==> src/rtl/fp_add_seq.sv <==
// Multi-cycle floating-point adder S = A + B behind valid/ready handshakes.
// Operands are aligned, added as magnitudes, then normalized one bit per
// cycle. Rounding is truncation and denormal operands are flushed to zero.
module fp_add_seq #(
  parameter int EXP_W = 8,
  parameter int MAN_W = 23
) (
  input  logic                   clk,
  input  logic                   rst,
  input  logic                   in_valid,
  output logic                   in_ready,
  input  logic [EXP_W+MAN_W:0]   add_a,
  input  logic [EXP_W+MAN_W:0]   add_b,
  output logic                   out_valid,
  input  logic                   out_ready,
  output logic [EXP_W+MAN_W:0]   add_s,
  output logic                   out_ovf,
  output logic                   out_zero
);

  localparam logic [EXP_W-1:0]       EXP_ONES  = '1;
  localparam logic [EXP_W-1:0]       EXP_ONE   = EXP_W'(1);
  localparam logic [EXP_W-1:0]       MAX_SHIFT = EXP_W'(MAN_W + 1);
  localparam logic [EXP_W+MAN_W:0]   QNAN      = {1'b0, EXP_ONES, 1'b1, {(MAN_W-1){1'b0}}};

  typedef enum logic [2:0] {IDLE, ALIGN, ADD, NORM, DONE} stateT;

  stateT state, stateNext;

  // Latched operands and working datapath
  logic [EXP_W+MAN_W:0] aReg, bReg;
  logic [MAN_W+1:0]     manA, manB, manS;
  logic [EXP_W-1:0]     expS;
  logic                 signA, signB, signS;
  logic                 special, specZero;
  logic [EXP_W+MAN_W:0] specRes;

  // Alignment helpers derived from the latched operands
  logic [EXP_W-1:0]     expA, expB, expDiff, expBig;
  logic [MAN_W+1:0]     fullA, fullB, alignA, alignB;
  logic                 anyNan, aZero, bZero;

  // Normalization helpers
  logic [EXP_W-1:0]     expInc;
  logic [MAN_W+1:0]     manHalf;

  // Unpack both operands, shift the smaller-exponent mantissa into alignment
  always_comb begin
    // NOTE: every combinational output gets a default first so no path leaves it unassigned (no latch).
    expA    = aReg[EXP_W+MAN_W-1:MAN_W];
    expB    = bReg[EXP_W+MAN_W-1:MAN_W];
    fullA   = {2'b01, aReg[MAN_W-1:0]};
    fullB   = {2'b01, bReg[MAN_W-1:0]};
    alignA  = fullA;
    alignB  = fullB;
    expDiff = '0;
    expBig  = expA;
    if (expA >= expB) begin
      expDiff = expA - expB;
      expBig  = expA;
      alignB  = (expDiff > MAX_SHIFT) ? '0 : (fullB >> expDiff);
    end else begin
      expDiff = expB - expA;
      expBig  = expB;
      alignA  = (expDiff > MAX_SHIFT) ? '0 : (fullA >> expDiff);
    end
    anyNan  = (expA == EXP_ONES) || (expB == EXP_ONES);
    aZero   = (expA == '0);
    bZero   = (expB == '0);
    expInc  = expS + EXP_ONE;
    manHalf = manS >> 1;
  end

  // State register
  always_ff @(posedge clk) begin
    // NOTE: clocked state uses non-blocking assignments so every flop samples pre-edge values.
    if (rst) state <= IDLE;
    else     state <= stateNext;
  end

  // Next-state logic and handshake outputs
  always_comb begin
    stateNext = state;
    in_ready  = 1'b0;
    out_valid = 1'b0;
    case (state)
      IDLE: begin
        in_ready = 1'b1;
        if (in_valid) stateNext = ALIGN;
      end
      ALIGN: stateNext = ADD;
      ADD:   stateNext = NORM;
      NORM: begin
        if (special || manS[MAN_W+1] || (manS == '0) || manS[MAN_W] || (expS == EXP_ONE))
          stateNext = DONE;
      end
      DONE: begin
        out_valid = 1'b1;
        if (out_ready) stateNext = IDLE;
      end
      default: stateNext = IDLE;
    endcase
  end

  // Datapath: latch, align, add magnitudes, normalize and form the result
  always_ff @(posedge clk) begin
    // NOTE: only the visible outputs are reset; working registers are always written before they are read.
    if (rst) begin
      add_s    <= '0;
      out_ovf  <= 1'b0;
      out_zero <= 1'b0;
    end else begin
      case (state)
        IDLE: begin
          if (in_valid) begin
            aReg     <= add_a;
            bReg     <= add_b;
            out_ovf  <= 1'b0;
            out_zero <= 1'b0;
          end
        end
        ALIGN: begin
          manA     <= alignA;
          manB     <= alignB;
          expS     <= expBig;
          signA    <= aReg[EXP_W+MAN_W];
          signB    <= bReg[EXP_W+MAN_W];
          special  <= anyNan || aZero || bZero;
          specZero <= !anyNan && aZero && bZero;
          if (anyNan)             specRes <= QNAN;
          else if (aZero && bZero) specRes <= '0;
          else if (aZero)          specRes <= bReg;
          else                     specRes <= aReg;
        end
        ADD: begin
          if (signA == signB) begin
            manS  <= manA + manB;
            signS <= signA;
          end else if (manA >= manB) begin
            manS  <= manA - manB;
            signS <= signA;
          end else begin
            manS  <= manB - manA;
            signS <= signB;
          end
        end
        NORM: begin
          if (special) begin
            add_s    <= specRes;
            out_zero <= specZero;
          end else if (manS[MAN_W+1]) begin
            if (expInc == EXP_ONES) begin
              add_s   <= {signS, EXP_ONES, {MAN_W{1'b0}}};
              out_ovf <= 1'b1;
            end else begin
              add_s <= {signS, expInc, manHalf[MAN_W-1:0]};
            end
          end else if (manS == '0) begin
            add_s    <= '0;
            out_zero <= 1'b1;
          end else if (manS[MAN_W]) begin
            add_s <= {signS, expS, manS[MAN_W-1:0]};
          end else begin
            manS <= manS << 1;
            expS <= expS - EXP_ONE;
            if (expS == EXP_ONE) begin
              add_s    <= '0;
              out_zero <= 1'b1;
            end
          end
        end
        default: ;
      endcase
    end
  end

endmodule

==> config.mk <==
export PLATFORM = sky130hd
export DESIGN_NAME = fp_add_seq
export DESIGN_NICKNAME = d
export VERILOG_FILES = /design/src/rtl/fp_add_seq.sv
export SDC_FILE = /design/constraint.sdc
export NUM_CORES = 1
export LEC_CHECK = 0
export CAP_MARGIN = 20
export CORE_UTILIZATION = 51
export CTS_CLUSTER_SIZE = 25
export DETAILED_ROUTE_END_ITERATION = 8
export PLACE_DENSITY = 0.72
export SETUP_SLACK_MARGIN = 0.15
export SLEW_MARGIN = 15
export SYNTH_ARGS = -nofsm -noshare
export SYNTH_HDL_FRONTEND = slang
export SYNTH_SLANG_ARGS = --single-unit
==> constraint.sdc <==
create_clock -name clk -period 15.45 [get_ports clk]
set_input_delay 2.3175 -clock clk [delete_from_list [all_inputs] [get_ports clk]]
set_output_delay 2.3175 -clock clk [all_outputs]
set_load 0.01 [all_outputs]
Word level (Yosys, flattened, before mapping)
Cells that the tools add are included.

storage, ports and cells
  bits in read-only memories = 0
  memories = 0
  output and inout port bits = 36
  register bits after elaboration = 221
  latch bits = 0
  memory bits (writable) = 0
  word-level logic and storage cells = 136

operators by class
  add/sub/neg operators = 7
  bitwise operators = 2
  div/mod/pow operators = 0
  equal/unequal tests = 21
  $lt $le $gt $ge = 4
  shifts and indexed selects = 2
  $mul = 0
  reduce and logical (&&, ||, !) cells = 33
  mux-type cells = 44

operators by type and width
  cell                                                                              number
  32-bit two-way mux                                                                6
  25-bit two-way mux                                                                4
  24-bit two-way mux                                                                4
  31-bit two-way mux                                                                2
  25-bit one-hot mux with 2 select lines                                            1
  24-bit by 8-bit >> shifter with 25-bit output                                     2
  25-bit subtractor                                                                 2
  23-bit two-way mux                                                                2
  8-bit two-way mux                                                                 5
  25-bit adder                                                                      1
  25-bit greater-or-equal comparator                                                1
  25-bit zero test                                                                  1
  8-bit == test (second input constant)                                             3
  2-bit inequality test (second input constant)                                     9
  8-bit by 5-bit greater-than comparator with 1-bit output (second input constant)  2
  8-bit zero test                                                                   2
  8-bit one-hot mux with 2 select lines                                             1
  8-bit subtractor                                                                  2
  3-bit one-hot mux with 5 select lines                                             1
  5-bit AND reduction                                                               3
  1-bit two-way mux                                                                 13
  6-bit AND reduction                                                               2
  3-bit two-way mux                                                                 3
  3-bit AND reduction                                                               3
  other kinds (20)                                                                  38

Depth between registers and ports, before layout
Gate-level depths: netlist of the first run.

  word-level depth = 7
  mapped depth = 17
  gate-level depth less buffers = 14

Worst setup path before layout of the first run
No wires, ideal clock.

  path type = input -> register
  from = input rst
  to = register expS[0] (enable)
  stages = 3
  buffers on the path = 1
  arrival time = 12.177 ns
  path slack = 2.941 ns
  path through = clkbuf_1 -> nor4b_1 -> o22a_1

between the ends
  cells in the longest elaborated chain, start to end = 2

RTL lines
  element                               RTL line  RTL
  start, declared                       9         input logic rst,
  1-bit NOT (no source line)            n/a
  6-bit AND reduction (no source line)  n/a
  end signal, assigned                  125       expS <= expBig;
  end signal, assigned                  165       expS <= expS - EXP_ONE;
  end, declared                         33        logic [EXP_W-1:0] expS;

Every way passes these cells.
A chain may end at the register's enable or synchronous reset.

Worst setup path in the final report of the first run
  from = input rst
  to = register expS[5] (enable)

The elaborated chain is that of the path after synthesis.

==> results.toml, run 1 <==
[synthesis]
netlist_top_cells_area = "edfxtp_1 35%, ha_1 7.3%, a21oi_1 5.8%"
ys_types = 81
ys.flop_type = "edfxtp_1"
seq_area_frac_synth = 0.397
syn_avg_cell_area_sq_um = 8.84
ys_async_sr_fraction = 0
synth_common_cells = "236 x nand2_1, 182 x edfxtp_1, 180 x a21oi_1"
synthesis.nets = 1933
synth_area_sq_mm = 0.0156
ys_seq_elements = 219
synth_top_cell_by_area = "edfxtp_1"
postSynthCellCount = 1769
synth_top_area_frac = 0.349
ys_warn_count = 0
synth-edff-count = 182
yosysMostFrequentCell = "nand2_1"

[floorplanning]
start_util = 0.524
die_area_sq_mm = 0.0314
die_w_um = 177
dieHeight_um = 177
ioPinCount = 104
core_area_sq_mm = 0.0299
rows = 63

[clocking]
ctsLongestPathBuffers = 3
h-tree-depth = 1
cts_buffers = 25
path_clk_slew_ns = 0.06
root_buffer = "clkbuf_16"
clock_sinks = 219
cts.repair.resized = 0
insertion_delay_ns = 0.56
postCtsSetupBuffers = 0
cts_tree = "done"
hold_buffers = 0

[sta]
hold_violations = 0
worstMarginPinSlew_ns = 1.14
setup_ws_ns = 11.07
fin_setup_tns_ns = 0
slew_viol_final = 0
setup_viol = 0
min_period_ns = 4.38
max_freq_mhz = 228
slew_headroom = 0.242
period_share = 0.284
rsz0062_at_grt = "no"
skew_ns = 0.0248
hold_slack_ns = 0.463

[cells_and_area]
layout.nets = 1968
antenna_cells = 0
drive_above_1_share = 0.0637
final_util = 0.596
area_delta_synth_final_pct = 13.7

[power]
switching_share = 0.311
p_int_mw = 1.22
power_mw = 1.77
leakage_nw = 6.82
combPwrFrac = 0.239
ir_drop_v = 0.0000918
pwr-share-seq = 0.402
switchingPower_mw = 0.550
clockPowerShare = 0.358
power.density_mw_per_mm2 = 99.5

[worst_setup_path]
worst-path-max-fanout = 85
crit_type = "input pin to register"
worst_path_max_delay_cell = "buf_4"
cp_num_cells = 5
reg2reg_to = "manS[24]$_DFFE_PP_"
worstPathRequired_ns = 15.68
r2r_cells = 12
critical_path_buf_inv_count = 3
r2r-start = "manA[17]$_DFFE_PP_"
worst_path_most_repeated_cell = "buf_4"
critical_path.max_stage_delay_ns = 0.84
worstSetupEndpoint = "expS[5]$_DFFE_PP_"
cp.arrival_ns = 4.61
worstPathCellList = "clkdlybuf4s50_1 > buf_4 > nor4b_2 > buf_4 > o22a_1"
critPathLaunch = "rst"
worst_setup_path_start_kind = "input pin"
ff2ff_setup_slack_ns = 11.10
critPathCaptureType = "register"
path_delay_family = "buffers and inverters"

[global_route]
grt.overflow.total = 0
grt_max_degree = 86
busiest_layer = "met2"
grt.met3_usage = 0.0457
first_global_vias = 12600
antenna_found_initial = 0
grt_util_met2 = 0.468
grt_pass1_wl_mm = 72.9
gr-usage-all-layers = 0.304
grtUsageMet1 = 0.426

[worst_hold_path]
hold_class = "register to register"
holdPathStages = 2

[status]
violations = "DRC"
outcome = "complete, but fails checks"

[detailed_routing]
final_antenna_net_count = 0
avgRoutedWirePerCell_um = 21.6
viasPerCell = 6.25
routed_wl_mm = 47.7
drcViolationCount = 8
firstDrtPassIters = 9
num_vias = 13800
drtIter0Drc = 1900

[placed_design]
dpl.hpwl_mm = 36.1
dp_slack_ns = 10.46
port-buffer-count = 103
gp_congestion = 0.992

[flow_run]
max_cap_viol_count = 0
[sequential cells by signal, indices dropped and copies added, names as in the netlist]
register / flops
manB: 24
bReg: 32
manS: 25
state: 3
specZero: 1
aReg: 32
add_s: 32
signB: 1
signA: 1
out_ovf: 1
special: 1
signS: 1
expS: 8
manA: 24
out_zero: 1
specRes: 32
[cell families after synthesis]
kind of cell / count (synthesis) / share of synthesized area
mux: 73 / 0.0548
simple gates: 577 / 0.166
fa+ha+maj: 96 / 0.0792
buf+inv: 230 / 0.0594
flops: 219 / 0.397
compound gates: 526 / 0.217
xor+xnor: 48 / 0.0269
[metrics by stage]
stage	std cells	cell area (sq um)
4_1_cts	2210	17800
5_1_grt	2212	17800
3_3_place_gp	2164	16900
3_5_place_dp	2165	16900
2_1_floorplan	1769	15600
6_report	2212	17800
[worst min path at each step]
stage / from / to / slack [ns]
floorplan: aReg[31]$_DFFE_PP_ / signA$_DFFE_PP_ / 0.43
global placement: add_s[27]$_SDFFE_PP0P_ / add_s[27]$_SDFFE_PP0P_ / 0.45
detailed placement: add_s[29]$_SDFFE_PP0P_ / add_s[29]$_SDFFE_PP0P_ / 0.45
CTS: add_s[29]$_SDFFE_PP0P_ / add_s[29]$_SDFFE_PP0P_ / 0.46
global route: add_s[27]$_SDFFE_PP0P_ / add_s[27]$_SDFFE_PP0P_ / 0.49
finish: add_s[29]$_SDFFE_PP0P_ / add_s[29]$_SDFFE_PP0P_ / 0.46
[power groups by stage]
stage                     logic, mW  clock network [mW]  registers [mW]
after floorplan               0.292                   0           0.712
final                         0.423               0.634           0.712
after detailed placement      0.411                   0           0.723
after global placement        0.409                   0           0.722
after CTS                     0.413               0.643           0.711
after global routing          0.457               0.669           0.715
[placed cells by master, fill, tap and decap left out, drive strengths merged, types with 7 or more instances in the layout]
cell           Yosys  layout
nand2            236     236
a21oi            184     184
edfxtp           182     182
nor2             155     155
inv              108     110
o21ai            104     104
clkdlybuf4s50      0     103
ha                91      91
mux2i             53      53
a211oi            45      45
nor3              45      45
dfxtp             37      37
xnor2             34      34
clkbuf            92      33
nand3             29      29
a21o              27      27
buf               29      26
nand4             24      24
a222oi            22      22
nor4              20      20
o21bai            18      18
a31oi             18      18
o31ai             15      15
nor2b             14      14
xor2              14      14
a22o              13      13
o211ai            12      12
nand2b            11      11
mux2              11      11
or3                9       9
mux4               9       9
and2               9       9
a22oi              8       8
clkinv             1       7
[worst register-to-register path: stages, from the launching register on]
cell and delay [ns]:
edfxtp_1 0.50, inv_1 0.08, ha_1 0.49, nand4_1 0.22, nor4_1 0.47, o2111ai_1 0.20
or3b_1 0.71, buf_4 0.33, mux2i_1 0.38, a22o_1 0.27, o31ai_1 0.09, a211oi_1 0.25
a21oi_1 0.11
[layer usage]
layer,share of wire,wire [um]
met5,0,0
met2,0.44,21200
met4,0.042,2000
met1,0.43,20300
met3,0.089,4220
[area by class of cell]
type	instances	area, sq um
clock buffers	33	759
clock inverters	12	143
fillers	2583	12100
inverters	109	409
multi-input cells	1320	8550
flip-flops and latches	219	6210
well taps	390	488
repair buffers	129	1230
(Power assumes the default switching activity.)
==> run 2, diff against run 1 <==
Settings changed: PLACE_DENSITY 0.72 to 0.75.
Clock period 15.45 ns to 3.72 ns, I/O delays scaled along.
==> run 2 against run 1 <==
Via count rose by 3.7%. Critical path depth is 7 higher. Die area unchanged. Highest routed layer is now met5. Largest cell class unchanged. The flow now finishes without violations. Non-clock buffer count increased by 84. Critical endpoint is now manS[21]$_DFFE_PP_.
==> results.toml, run 2 (synthesis gave the netlist of run 1 again) <==
[status]
outcome = "complete, no violations"

[worst_setup_path]
worstPathRequired_ns = 4.10
crit_type = "register to register"
critPathCaptureType = "register"
cp.arrival_ns = 3.85
worst-path-max-fanout = 7
worst_setup_path_start_kind = "register"

[worst_hold_path]
hold_class = "register to register"

[detailed_routing]
drtIter0Drc = 1708
routed_wl_mm = 51.5
final_antenna_net_count = 0
avgRoutedWirePerCell_um = 22.4
firstDrtPassIters = 8
drcViolationCount = 0
viasPerCell = 6.24
num_vias = 14300

[clocking]
cts_buffers = 25
cts_tree = "done"
root_buffer = "clkbuf_16"
ctsLongestPathBuffers = 3
h-tree-depth = 1
clock_sinks = 219
path_clk_slew_ns = 0.07
insertion_delay_ns = 0.56

[sta]
hold_violations = 0
hold_slack_ns = 0.456
rsz0062_at_grt = "yes"
period_share = 0.934
slew_headroom = 0.208
max_freq_mhz = 288
slew_viol_final = 0
skew_ns = 0.0219
min_period_ns = 3.47
worstMarginPinSlew_ns = 1.17
setup_viol = 0

[floorplanning]
dieHeight_um = 177
core_area_sq_mm = 0.0299
ioPinCount = 104
die_w_um = 177
rows = 63
start_util = 0.524
die_area_sq_mm = 0.0314

[placed_design]
gp_congestion = 0.999
port-buffer-count = 103
dpl.cell_count = 2236
dpl_cell_area_sq_mm = 0.0175
dpl.hpwl_mm = 39.3

[cells_and_area]
final_cell_mix = "236 x nand2_1, 182 x edfxtp_1, 173 x a21oi_1, 150 x nor2_1, 105 x inv_1"
area_delta_synth_final_pct = 19.8
antenna_cells = 0
layout.nets = 2052
final_util = 0.627
final_cells = 2297
final_cell_area_sq_mm = 0.0187
final_common_cell = "nand2_1"
drive_above_1_share = 0.127

[power]
ir_drop_v = 0.000358
power.density_mw_per_mm2 = 407
leakage_nw = 7.29

[global_route]
grt_pass1_wl_mm = 77.7
gr-usage-all-layers = 0.324
first_global_vias = 13200
grt_max_degree = 84
antenna_found_initial = 1
grt.overflow.total = 0

[flow_run]
max_cap_viol_count = 0
## run 2: cell count changes in the layout (fill, tap and decap cells not counted), moves of 5 or more
cell     previous run  this run
a21oi_1           179       173
a21oi_2             5        11
buf_12              0         6
buf_4              24       104
ha_1               90        79
ha_2                1         6
ha_4                0         6
o21ai_0           102        92
o21ai_1             2        10
## run 2: area by class of cell
type                       count  area, sq um
multi-input combinational   1320         8790
fill                        2573        11100
timing repair buffer         213         1930
inverter                     109          409
clock inverter                15          201
tap                          390          488
sequential                   219         6210
clock buffer                  31          708
## run 2: final timing paths
kind | from | end | slack [ns] | depth (start not counted)
max | manB[1]$_DFFE_PP_ | manS[21]$_DFFE_PP_ | 0.25 | 12
min | add_s[25]$_SDFFE_PP0P_ | add_s[25]$_SDFFE_PP0P_ | 0.46 | 2
max reg2reg | manB[1]$_DFFE_PP_ | manS[21]$_DFFE_PP_ | 0.25 | 12
min reg2reg | add_s[25]$_SDFFE_PP0P_ | add_s[25]$_SDFFE_PP0P_ | 0.46 | 2
## run 2: timing repair
action | 4_1_cts | 5_1_grt
endpoints found under the setup margin | 11 | 53
gates resized for setup | 10 | 50
hold buffers | 0 | 0
setup buffers | 0 | 15
pin swaps | 0 | 12
## run 2: metal layers
| metal | global-route usage | vias up | share of wire |
|---|---|---|---|
| li1 | - | 6692 | - |
| met1 | 0.455 | 6739 | 0.41 |
| met2 | 0.503 | 781 | 0.45 |
| met3 | 0.0543 | 118 | 0.099 |
| met4 | 0.115 | 2 | 0.040 |
| met5 | 0 | - | 0.00025 |
## run 2: metrics by stage
stage | TNS [ns] | power (mW) | setup slack (ns)
after floorplan | -21.25 | 4.16 | -0.512
after global placement | 0 | 4.84 | 0.0957
after detailed placement | 0 | 4.85 | 0.0126
after CTS | 0 | 7.55 | 0.152
after global routing | 0 | 7.91 | 0.105
final | 0 | 7.62 | 0.247
## run 2: worst max-delay path, cell delays in order (launching register included)
cell and delay, ns:
edfxtp_1 0.44, ha_1 0.36, nor2b_1 0.16, o21bai_1 0.17
a21oi_1 0.14, o2111ai_2 0.22, or3b_4 0.46, buf_4 0.18
and2_4 0.17, o311ai_2 0.31, o211ai_1 0.22, a2111o_1 0.43
o311ai_1 0.07
## run 2: where the power goes
part,total [mW],switching (mW),internal [mW]
logic,1.95,1.18,0.778
registers,2.96,0.140,2.82
clock network,2.71,1.06,1.64
total,7.62,2.38,5.24
==> run 3, diff against run 2 <==
Settings changed: CTS_CLUSTER_SIZE 25 to 10, REMOVE_ABC_BUFFERS set to 1.
==> run 3 against run 2 <==
Count of clock-buffer cells in the layout is 11 higher. Final cell count is 0.26% lower. First-iteration DRC count is 13% higher. Fmax is 0.73% lower. Sequential cell count stayed put. Power is 2.9% lower. Clock power is 7.4% lower. Sequential power hardly changed. Core utilization is 0.52 points lower. Register-to-register slack worse by 0.03 ns. Combinational power hardly changed. Worst hold slack better by 0.0020 ns. Critical path type unchanged.
==> results.toml, run 3 (synthesis gave the netlist of run 1 again) <==
[worst_setup_path]
worst-path-max-fanout = 7
r2r_cells = 11
worstPathRequired_ns = 4.10
ff2ff_setup_slack_ns = 0.22
worst_path_max_delay_cell = "edfxtp_1"
cp.arrival_ns = 3.88
critical_path_buf_inv_count = 1
reg2reg_to = "manS[14]$_DFFE_PP_"
worst_setup_path_start_kind = "register"
path_delay_family = "simple AND/OR/NAND/NOR gates"
r2r-start = "manB[9]$_DFFE_PP_"
critPathCaptureType = "register"
critical_path.max_stage_delay_ns = 0.46
worstPathCellList = "ha_4 > nand4_1 > nor4_4 > o2111ai_2 > or3b_4 > buf_4 > mux2_2 > a21oi_1 > nor2_1 > o21a_1 > o31ai_2"
crit_type = "register to register"

[cells_and_area]
regArea_sq_mm = 0.00621
final_cells = 2291
drive_above_1_share = 0.116
area_delta_synth_final_pct = 18.8
final_cell_mix = "236 x nand2_1, 182 x edfxtp_1, 177 x a21oi_1, 151 x nor2_1, 107 x inv_1"
layout.nets = 2044
final_cell_area_sq_mm = 0.0186
fill_cells = 2541
multi_input_area_sq_mm = 0.00881
final_common_cell = "nand2_1"

[sta]
slew_viol_final = 0
hold_violations = 0
rsz0062_at_grt = "yes"
skew_ns = 0.0224
worstMarginPinSlew_ns = 1.07
fin_setup_tns_ns = 0
setup_viol = 0
period_share = 0.940
setup_ws_ns = 0.222
min_period_ns = 3.50
max_freq_mhz = 286
slew_headroom = 0.274

[global_route]
antenna_found_initial = 2
gr-usage-all-layers = 0.327
grt.overflow.total = 0
grt_max_degree = 85
first_global_vias = 13200
grt_pass1_wl_mm = 78.3

[clocking]
ctsLongestPathBuffers = 3
cts_tree = "done"
clock_sinks = 219
cts_buffers = 28
root_buffer = "clkbuf_16"
path_clk_slew_ns = 0.06
hold_buffers = 0
h-tree-depth = 1
insertion_delay_ns = 0.56

[placed_design]
dpl.hpwl_mm = 39.5
dp_slack_ns = -0.0767
dpl.cell_count = 2233
dpl_cell_area_sq_mm = 0.0174
gp_congestion = 0.982
port-buffer-count = 103

[detailed_routing]
drcViolationCount = 0
viasPerCell = 6.26
avgRoutedWirePerCell_um = 22.3
firstDrtPassIters = 7
num_vias = 14300
routed_wl_mm = 51.1
final_antenna_net_count = 0
drtIter0Drc = 1924

[flow_run]
max_cap_viol_count = 0

[floorplanning]
dieHeight_um = 177
ioPinCount = 104
start_util = 0.524
die_area_sq_mm = 0.0314
die_w_um = 177
core_area_sq_mm = 0.0299
rows = 63

[worst_hold_path]
hp-start = "add_s[26]$_SDFFE_PP0P_"
hold_end = "add_s[26]$_SDFFE_PP0P_"
holdPathStages = 2
hold_class = "register to register"

[status]
outcome = "complete, no violations"

[power]
ir_drop_v = 0.000366
power.density_mw_per_mm2 = 398
leakage_nw = 7.19
## run 3: per-stage QoR
stage / hold slack, ns / total power, mW / util
final: 0.458 / 7.40 / 0.622
after global routing: 0.474 / 7.68 / 0.622
after CTS: 0.457 / 7.32 / 0.613
after detailed placement: 0.452 / 4.84 / 0.583
after global placement: 0.446 / 4.83 / 0.583
after floorplan: 0.426 / 4.11 / -
## run 3: where the power goes
part           switching (mW)  leakage, nW  internal, mW
logic                    1.17         4.80         0.769
registers               0.135         1.98          2.82
clock network            1.04        0.405          1.47
total                    2.34         7.19          5.06
## run 3: how the worst max path moves through the flow
| stage | start | end | slack [ns] | cells past startpoint |
|---|---|---|---|---|
| 2_1_floorplan | rst | expS[0]$_DFFE_PP_ | -7.05 | 2 |
| 3_3_place_gp | manB[13]$_DFFE_PP_ | manS[14]$_DFFE_PP_ | -0.007 | 12 |
| 3_5_place_dp | manB[13]$_DFFE_PP_ | manS[14]$_DFFE_PP_ | -0.08 | 12 |
| 4_1_cts | manA[20]$_DFFE_PP_ | manS[14]$_DFFE_PP_ | 0.06 | 12 |
| 5_1_grt | manB[9]$_DFFE_PP_ | manS[14]$_DFFE_PP_ | 0.04 | 11 |
| 6_report | manB[9]$_DFFE_PP_ | manS[14]$_DFFE_PP_ | 0.22 | 11 |
## run 3: area by class of cell
| class | instances | share of cell area |
|---|---|---|
| multi-input cells | 1320 | 0.474 |
| flip-flops and latches | 219 | 0.334 |
| repair buffers | 202 | 0.0982 |
| clock buffers | 42 | 0.0405 |
| well taps | 390 | 0.0263 |
| inverters | 109 | 0.0220 |
| clock inverters | 8 | 0.00512 |
| diodes | 1 | 0.000135 |
## run 3: layer usage
| metal | track usage | part of all wire |
|---|---|---|
| met1 | 0.463 | 0.42 |
| met5 | 0 | 0 |
| met2 | 0.504 | 0.45 |
| met3 | 0.0513 | 0.089 |
| met4 | 0.116 | 0.038 |
## run 3: worst min-delay path, cell delays in order (launching register included)
cell	delay, ns
dfxtp_1	0.30
nand2_1	0.05
a21oi_1	0.06
## run 3: timing repair
action                                 CTS  global route
resized for setup                        9            52
pin swaps                                0             8
setup buffers                            0             7
endpoints found under the hold margin    0             0
setup endpoints to repair               10            58
